==> config.mk <==
export PLATFORM = sky130hd
export DESIGN_NAME = memory_unit
export DESIGN_NICKNAME = d
export VERILOG_FILES = /design/src/rtl/memory_unit.sv
export SDC_FILE = /design/constraint.sdc
export NUM_CORES = 1
export LEC_CHECK = 0
export CAP_MARGIN = 20
export CORE_MARGIN = 3
export CORE_UTILIZATION = 33
export CTS_CLUSTER_DIAMETER = 60
export DETAILED_ROUTE_END_ITERATION = 10
export GPL_ROUTABILITY_DRIVEN = 1
export GPL_TIMING_DRIVEN = 0
export PLACE_DENSITY = 0.74
export SYNTH_ARGS = -nofsm -noshare
export SYNTH_HDL_FRONTEND = slang
export SYNTH_SLANG_ARGS = --single-unit
export TNS_END_PERCENT = 20
==> constraint.sdc <==
create_clock -name clk -period 0.8 [get_ports clk]
set_input_delay 0.16 -clock clk [delete_from_list [all_inputs] [get_ports clk]]
set_output_delay 0.16 -clock clk [all_outputs]
set_load 0.02 [all_outputs]
==> src/rtl/memory_unit.sv <==
// memory_unit: single-word 35-bit holding register, organised as five 7-bit lanes.
// Loads din on a rising clk edge when wren is high, otherwise holds.
// Synchronous active-high reset (arst) has priority over wren.
// dout is driven straight from the lane flops, so there is no combinational path to it.
module memory_unit #(
    parameter int unsigned LANE_W = 7,
    parameter int unsigned LANES  = 5
) (
    input  logic                      clk,
    input  logic                      arst,
    input  logic                      wren,
    input  logic [LANE_W*LANES-1:0]   din,
    output logic [LANE_W*LANES-1:0]   dout
);

    // Each lane is an independent register sharing clk, arst and wren.
    for (genvar k = 0; k < LANES; k++) begin : g_lane
        logic [LANE_W-1:0] lane_q;

        // Lane storage: reset clears, write loads the lane slice of din, else hold.
        always_ff @(posedge clk) begin
            if (arst) begin
                lane_q <= '0;
            end else if (wren) begin
                lane_q <= din[k*LANE_W +: LANE_W];
            end
        end

        assign dout[k*LANE_W +: LANE_W] = lane_q;
    end

endmodule

======== Word-level counts from Yosys, hierarchy flattened ========
Index checks and enable logic that the tools add are counted.
operators by class
  add/sub/neg operators ................... 0
  multiply operators ...................... 0
  divide/modulo/power cells ............... 0
  $lt $le $gt $ge ......................... 0
  eq/ne operators ......................... 0
  shift-type cells ........................ 0
  multiplexer cells ....................... 0
  bitwise logic cells ..................... 0
  reduce and logical (&&, ||, !) cells .... 0
word-level totals
  bits in registers ....................... 35
  latch bits .............................. 0
  memory bits (writable) .................. 0
  memory bits (read-only) ................. 0
  input port bits ......................... 38
  output and inout bits ................... 35
  word-level logic and storage cells ...... 5
  memories ................................ 0

======== Logic depth before layout (Yosys ltp) ========
Gate-level depths: netlist of the first run.
  word-level depth ........................ 0
  gate-level depth with buffers ........... 4
  depth with buffers taken out ............ 2

======== Worst setup path after synthesis of the first run ========
No wires, ideal clock.
  path type ............................... input-to-reg
  from .................................... in wren
  to ...................................... reg g_lane[0].lane_q[0]
  library setup time ...................... 117 ps
  data arrival time ....................... 652 ps
  required time ........................... 683 ps
  setup slack ............................. 31 ps
  stages on the path ...................... 4
  path buffers ............................ 2
  cell sequence ........................... buf_6 > buf_12 > mux2i_1 > nor2_1
RTL lines
  what                    RTL line  RTL
  start: declaration      11        input logic wren,
  end signal: assignment  25        lane_q <= din[k*LANE_W +: LANE_W];
  end: declaration        18        logic [LANE_W-1:0] lane_q;

======== Final worst setup path of the first run ========
  from .................................... reg g_lane[4].lane_q[5]
  to ...................................... out dout[33]
RTL lines
  what                      RTL line  RTL
  start: declaration        18
  start signal: assignment  25
  end: declaration          13        output logic [LANE_W*LANES-1:0] dout
No word-level cell between the ends.

==> results of run 1 <==
-- synth_stat cells (all sizes together) --
library cell / n
nor2: 35
mux2i: 35
dfxtp: 35
buf: 8
-- power breakdown --
group / switching (mW) / internal, mW
Clock: 0.596 / 1.01
Combinational: 0.328 / 0.479
Sequential: 0.0712 / 1.87
Total: 0.995 / 3.36
-- final cells by class --
class | instances | area [um^2]
fill | 302 | 1280
buffer | 8 | 90.1
sequential | 35 | 744
clock inverter | 2 | 35.0
multi-input combinational | 70 | 482
clock buffer | 6 | 82.6
timing repair buffer | 71 | 752
tap | 46 | 57.6
-- timing repair --
action | 4_1_cts | 5_1_grt
setup endpoints to repair | 35 | 35
hold endpoints to repair | 0 | 0
resized for setup | 245 | 0
setup buffers | 0 | 1
pin swaps | 0 | 0
-- metrics by stage --
step | setup WS [ns] | area (um^2) | power (mW) | instances
detailed placement | -0.300 | 2030 | 2.72 | 229
global placement | -0.291 | 2030 | 2.71 | 229
global route | -0.132 | 2240 | 4.57 | 238
finish | -0.0958 | 2240 | 4.35 | 238
floorplan | 0.0310 | 1270 | 2.30 | 113
CTS | -0.113 | 2240 | 4.42 | 237
-- per-layer routing --
layer  vias up  routed length, um
met1       483               1260
met4         0                 13
li1        522                  -
met2        35               1550
met3         2                250
met5         -                  0
-- cell families after synthesis --
| logic type | count (synthesis) | share of synthesized area, % |
|---|---|---|
| flip-flops | 35 | 55.1 |
| multiplexers | 35 | 27.5 |
| AND/OR/NAND/NOR | 35 | 10.3 |
| buffers and inverters | 8 | 7.08 |
-- worst paths after layout --
| kind | end | slack, ns | depth (start not counted) |
|---|---|---|---|
| setup / recovery | dout[33] | -0.1 | 1 |
| hold / removal | g_lane[2].lane_q[6] | 0.21 | 2 |
| setup reg to reg | g_lane[4].lane_q[1] | 0.05 | 3 |
| hold reg to reg | g_lane[3].lane_q[6] | 0.49 | 2 |
==> impl_metrics.yaml, run 1 <==
sta:
  finalWorstSetupSlack_ns: -0.0958
  period_share_pct: 112
  setup_viol: 35
  clock.fmax_mhz: 1120
  maxSlewViolCount: 0
  worst_pin_slew_ns: 0.321
  post-route-min-period_ns: 0.896
  slew_headroom_pct: 78.6
  finalClockSkew_ns: 0
  rsz0062_at_grt: "yes"
  holdWs_ns: 0.209
  hold_viol: 0
  fin_setup_tns_ns: -2.94
clock_tree:
  clk_latency_ns: 0.27
  cts_sinks: 35
  cts_tree: "done"
  path_clk_slew_ns: 0.07
  clk_path_buf_depth: 2
  cts_buffers: 5
  cts_hold_buf: 0
  clock-root-buffer: "clkbuf_8"
  cts_max_level: 2
pwr:
  irDropWorstVdd_mv: 1.08
  powerDensity_nw_per_um2: 1940
  p_leak_nw: 1.04
floorplanning:
  die_area_um2: 4640
  chipHeight_um: 68.1
  coreArea_um2: 3520
  initial_utilization_pct: 36.1
  num_io_pins: 73
  num_rows: 21
  die_w_um: 68.1
grt:
  grt_pass1_vias: 1097
  grt_max_degree: 12
  use_met2_pct: 23.6
  busiest_layer: "met2"
  gr-total-overflow: 0
  antenna_found_initial: 0
  grtUsageMet3_pct: 6.08
  grt_first_pass_wirelength_mm: 5.24
  grt_util_met1_pct: 19.2
  grtUsageTotal_pct: 15.2
logic_synthesis:
  yosys-top-cells-area: "dfxtp_1 55%, mux2i_1 28%, nor2_1 10%"
  avgSynthCellArea_um2: 11.3
  synth_cell_types: 7
  synthCells: 113
  synth_seq_area_share_pct: 55.1
  synth_top_area_share_pct: 55.1
  synth_top_cell_by_area: "dfxtp_1"
  synthesis.nets: 151
  netlist_area_um2: 1270
  synth-seq-cells: 35
  yosys_warnings: 0
finish:
  largest_reg_flops: 35
  syn_to_final_growth_pct: 76.3
  nets: 229
  diodes: 0
  post-route-util_pct: 63.7
  top_regs: "g_lane.lane_q: 35 flops"
  layout_common_cells: "36 x buf_6, 35 x mux2i_1, 35 x nor2_1, 35 x dfxtp_2, 35 x clkdlybuf4s50_1"
  final_common_cell: "buf_6"
  drive_gt1_share_pct: 44.8
  regMostFlops: "g_lane.lane_q"
placed_design:
  place_congestion: 0.673
  portBuffers: 70
  dpl.hpwl_mm: 2.34
setup_path:
  crit_fanout: 2
  crit_path_start_kind: "flop"
  crit_path_max_incr_delay_ns: 0.34
  critPathLaunch: "g_lane[4].lane_q[5]"
  cp-end-kind: "output pin"
  path_class: "flop to output pin"
  cp_num_buf_inv: 1
  critical-path-top-delay-family: "flip-flops"
  crit_chain: "buf_6"
  critPathSlowestCell: "dfxtp_2"
  cp.arrival_ns: 0.74
  r2r_start: "g_lane[4].lane_q[1]"
  cp.required_ns: 0.64
routing:
  wl_per_cell_um: 12.9
  first_pass_iters: 3
  vias: 1042
  ant_nets: 0
  wl_mm: 3.08
  drt_iter0_markers: 37
  drc: 0
  vias_per_cell: 4.38
worst_hold_path:
  hold_path.class: "primary input to flop"
  hp-start: "arst"
run:
  maxCapViolations: 0
outcome:
  status: "complete, but fails checks"
  violations: "setup timing"
Power figures use the tool's default switching activity.
==> run 2: changes to the inputs <==
--- a/config.mk
+++ b/config.mk
@@ -7,12 +7,13 @@
 export LEC_CHECK = 0
 export CAP_MARGIN = 20
 export CORE_MARGIN = 3
-export CORE_UTILIZATION = 33
+export CORE_UTILIZATION = 50
 export CTS_CLUSTER_DIAMETER = 60
 export DETAILED_ROUTE_END_ITERATION = 10
+export DONT_BUFFER_PORTS = 1
 export GPL_ROUTABILITY_DRIVEN = 1
 export GPL_TIMING_DRIVEN = 0
-export PLACE_DENSITY = 0.74
+export PLACE_DENSITY = 0.68
 export SYNTH_ARGS = -nofsm -noshare
 export SYNTH_HDL_FRONTEND = slang
 export SYNTH_SLANG_ARGS = --single-unit
==> impl_metrics.yaml, run 2 (synthesis results as in run 1) <==
outcome:
  status: "complete, but fails checks"
  violations: "setup timing"
finish:
  top_regs: "g_lane.lane_q: 35 flops"
  final-instance-count-excl-fill: 183
  diodes: 0
  largest_reg_flops: 35
  drive_gt1_share_pct: 31.6
  layout_common_cells: "35 x mux2i_1, 35 x nor2_1, 35 x dfxtp_4, 35 x dlygate4sd3_1, 5 x clkbuf_4"
  syn_to_final_growth_pct: 45.0
  regMostFlops: "g_lane.lane_q"
  nets: 193
floorplanning:
  initial_utilization_pct: 54.9
  die_w_um: 56.4
  num_rows: 17
  chipHeight_um: 56.4
  coreArea_um2: 2320
  num_io_pins: 73
  die_area_um2: 3190
sta:
  post-route-min-period_ns: 0.887
  clock.fmax_mhz: 1130
  hold_viol: 0
  fin_setup_tns_ns: -2.76
  finalWorstSetupSlack_ns: -0.0867
  slew_headroom_pct: 78.9
  holdWs_ns: 0.152
  finalClockSkew_ns: 0
  setup_viol: 35
  worst_pin_slew_ns: 0.317
  period_share_pct: 111
  maxSlewViolCount: 0
  rsz0062_at_grt: "yes"
placed_design:
  dpl.hpwl_mm: 1.75
  place_congestion: 0.700
  portBuffers: 0
  post-place-cells: 141
  dpl_worst_slack_ns: -0.105
setup_path:
  cp.required_ns: 0.64
  crit_path_start_kind: "flop"
  path_class: "flop to output pin"
  cp.arrival_ns: 0.73
  cp-end-kind: "output pin"
  crit_fanout: 2
clock_tree:
  cts_buffers: 5
  cts_tree: "done"
  clk_latency_ns: 0.33
  clock-root-buffer: "clkbuf_4"
  cts_sinks: 35
  path_clk_slew_ns: 0.10
  clk_path_buf_depth: 2
  cts_max_level: 2
pwr:
  p_leak_nw: 0.810
  irDropWorstVdd_mv: 1.63
  powerDensity_nw_per_um2: 1820
  total_power_mw: 3.36
grt:
  antenna_found_initial: 0
  grt_max_degree: 11
  grt_pass1_vias: 981
  grt_first_pass_wirelength_mm: 4.71
  grtUsageTotal_pct: 19.1
  gr-total-overflow: 0
routing:
  ant_nets: 0
  drc: 0
  wl_per_cell_um: 15.2
  vias: 922
  first_pass_iters: 2
  wl_mm: 2.78
  vias_per_cell: 5.04
  drt_iter0_markers: 14
worst_hold_path:
  hold_path.class: "primary input to flop"
run:
  maxCapViolations: 0
## run 2: cell count changes in the layout (fill, tap and decap cells not counted), sizes merged
cell / previous run / this run
clkdlybuf4s50: 35 / 0
dlygate4sd3: 0 / 35
buf: 44 / 8
bufinv: 1 / 0
## run 2: report_power, final
group / total, mW / leakage, nW / switching, mW / internal (mW)
sequential: 2.01 / 0.312 / 0.198 / 1.81
clock: 0.936 / 0.0341 / 0.530 / 0.407
combinational: 0.418 / 0.464 / 0.162 / 0.256
## run 2: worst paths after layout
check / from / end / slack, ns / cells past startpoint
worst max-delay path: g_lane[2].lane_q[3] / dout[17] / -0.09 / 0
worst min-delay path: arst / g_lane[0].lane_q[4] / 0.15 / 2
worst max register to register: g_lane[4].lane_q[6] / g_lane[4].lane_q[6] / 0.08 / 2
worst min register to register: g_lane[0].lane_q[4] / g_lane[0].lane_q[4] / 0.56 / 2
## run 2: layout make-up
type	instances	area, um^2
Sequential cell	35	832
Multi-Input combinational cell	70	482
Fill cell	150	473
Timing Repair Buffer	35	350
Buffer	8	90.1
Clock buffer	6	51.3
Tap cell	28	35.0
Clock inverter	1	5.00
## run 2: stage by stage
step	util (%)	cell area [um^2]
6_report	79.6	1850
5_1_grt	79.6	1850
4_1_cts	79.6	1850
3_5_place_dp	56.4	1310
3_3_place_gp	56.4	1310
2_1_floorplan	-	1270
## run 2: per-layer routing
layer	vias up	GRT usage, %	share of wire (%)	wire length, um
met1	419	19.3	36	987
met2	44	34.7	53	1480
li1	454	-	-	-
met4	0	6.10	1.5	42
met3	5	8.51	9.7	269
met5	-	0	0	0
## run 2: timing repair
item                                    4_1_cts  5_1_grt
endpoints found under the hold margin        35        0
hold buffers                                 35        0
buffers inserted                              0        0
gates cloned                                  0        0
resized for setup                            70        0
endpoints found under the setup margin       35       35
==> run 3: changes to the inputs <==
--- a/config.mk
+++ b/config.mk
@@ -13,7 +13,6 @@
 export DONT_BUFFER_PORTS = 1
 export GPL_ROUTABILITY_DRIVEN = 1
 export GPL_TIMING_DRIVEN = 0
-export PLACE_DENSITY = 0.68
 export SYNTH_ARGS = -nofsm -noshare
 export SYNTH_HDL_FRONTEND = slang
 export SYNTH_SLANG_ARGS = --single-unit
==> constraint.sdc (replaced) <==
create_clock -name clk -period 1 [get_ports clk]
set_input_delay 0.2 -clock clk [delete_from_list [all_inputs] [get_ports clk]]
set_output_delay 0.2 -clock clk [all_outputs]
set_load 0.02 [all_outputs]
==> impl_metrics.yaml, run 3 (synthesis results as in run 1) <==
setup_path:
  critPathLaunch: "g_lane[2].lane_q[1]"
  crit_fanout: 2
  cp.arrival_ns: 0.72
  crit_path_start_kind: "flop"
  r2r_start: "g_lane[3].lane_q[2]"
  path_class: "flop to output pin"
  cp-end-kind: "output pin"
  cp.required_ns: 0.80
sta:
  finalClockSkew_ns: 0
  hold_viol: 0
  rsz0062_at_grt: "no"
  setup_viol: 0
  period_share_pct: 92.3
  maxSlewViolCount: 0
  worst_pin_slew_ns: 0.321
  clock.fmax_mhz: 1080
  slew_headroom_pct: 78.6
  finalWorstSetupSlack_ns: 0.0775
  fin_setup_tns_ns: 0
  post-route-min-period_ns: 0.923
clock_tree:
  cts_buffers: 5
  cts_sinks: 35
  clk_latency_ns: 0.32
  clk_path_buf_depth: 2
  clock-root-buffer: "clkbuf_4"
  cts_tree: "done"
  cts_hold_buf: 0
  path_clk_slew_ns: 0.09
  cts_max_level: 2
placed_design:
  place_congestion: 0.647
  place_area_um2: 1310
  portBuffers: 0
  post-place-cells: 141
  dpl.hpwl_mm: 1.65
  dpl_worst_slack_ns: 0.0523
routing:
  wl_mm: 2.20
  drc: 0
  ant_nets: 0
  drt_iter0_markers: 27
  vias_per_cell: 5.30
  vias: 779
  first_pass_iters: 4
  wl_per_cell_um: 14.9
grt:
  grt_pass1_vias: 768
  grtUsageTotal_pct: 14.5
  grt_max_degree: 11
  gr-total-overflow: 0
  antenna_found_initial: 0
  grt_first_pass_wirelength_mm: 3.47
pwr:
  total_power_mw: 2.50
  irDropWorstVdd_mv: 1.22
  p_leak_nw: 0.643
  powerDensity_nw_per_um2: 1800
floorplanning:
  num_io_pins: 73
  num_rows: 17
  initial_utilization_pct: 54.9
  coreArea_um2: 2320
  die_w_um: 56.4
  die_area_um2: 3190
  chipHeight_um: 56.4
worst_hold_path:
  hp-start: "din[26]"
  hold_path.class: "primary input to flop"
finish:
  layout_common_cells: "35 x mux2i_1, 35 x nor2_1, 35 x dfxtp_2, 5 x clkbuf_4"
  syn_to_final_growth_pct: 9.44
  drive_gt1_share_pct: 39.5
  regMostFlops: "g_lane.lane_q"
  final-instance-count-excl-fill: 147
  fin_area_um2: 1390
  top_regs: "g_lane.lane_q: 35 flops"
  diodes: 0
  nets: 158
  nFillCells: 193
  largest_reg_flops: 35
outcome:
  status: "completed"
run:
  maxCapViolations: 0
[run 3: cell types whose count changed in the layout (fill, tap and decap cells not counted), sizes merged]
cell and delta:
clkinv -1, dlygate4sd3 -35
[run 3: report_power, final]
group	leakage [nW]	total (mW)	internal (mW)	switching [mW]
Clock	0.0242	0.637	0.250	0.387
Combinational	0.317	0.217	0.115	0.102
Sequential	0.301	1.65	1.50	0.154
Total	0.643	2.50	1.86	0.643
[run 3: area by class of cell]
type | instances | area [um^2] | share of cell area, %
buffer | 8 | 90.1 | 6.47
multi-input combinational | 70 | 482 | 34.6
tap | 28 | 35.0 | 2.52
sequential | 35 | 744 | 53.5
clock buffer | 6 | 41.3 | 2.96
[run 3: final timing paths]
| kind | end | slack, ns | cells after the start |
|---|---|---|---|
| max | dout[15] | 0.08 | 0 |
| min reg2reg | g_lane[1].lane_q[5] | 0.57 | 2 |
| max reg2reg | g_lane[3].lane_q[2] | 0.33 | 2 |
| min | g_lane[3].lane_q[5] | 0.03 | 2 |
[run 3: routing by layer]
metal  vias to the layer above  GRT usage, %  wire, um
met5                         -             0         0
met4                         0          6.10        41
met3                         6          9.89       295
met2                        45          23.6      1050
met1                       345          14.1       809
li1                        383             -         -
[run 3: per-stage QoR]
step	hold WS (ns)	utilization, %
final	0.0265	60.1
after global routing	0.00863	60.1
after CTS	0.0113	58.6
after detailed placement	0.359	56.4
after global placement	0.349	56.4
after floorplan	0.347	-
[run 3: repair_timing]
action	in CTS	in global routing
setup endpoints to repair	8	27
resized for setup	8	27
endpoints found under the hold margin	0	0
buffers inserted	0	0
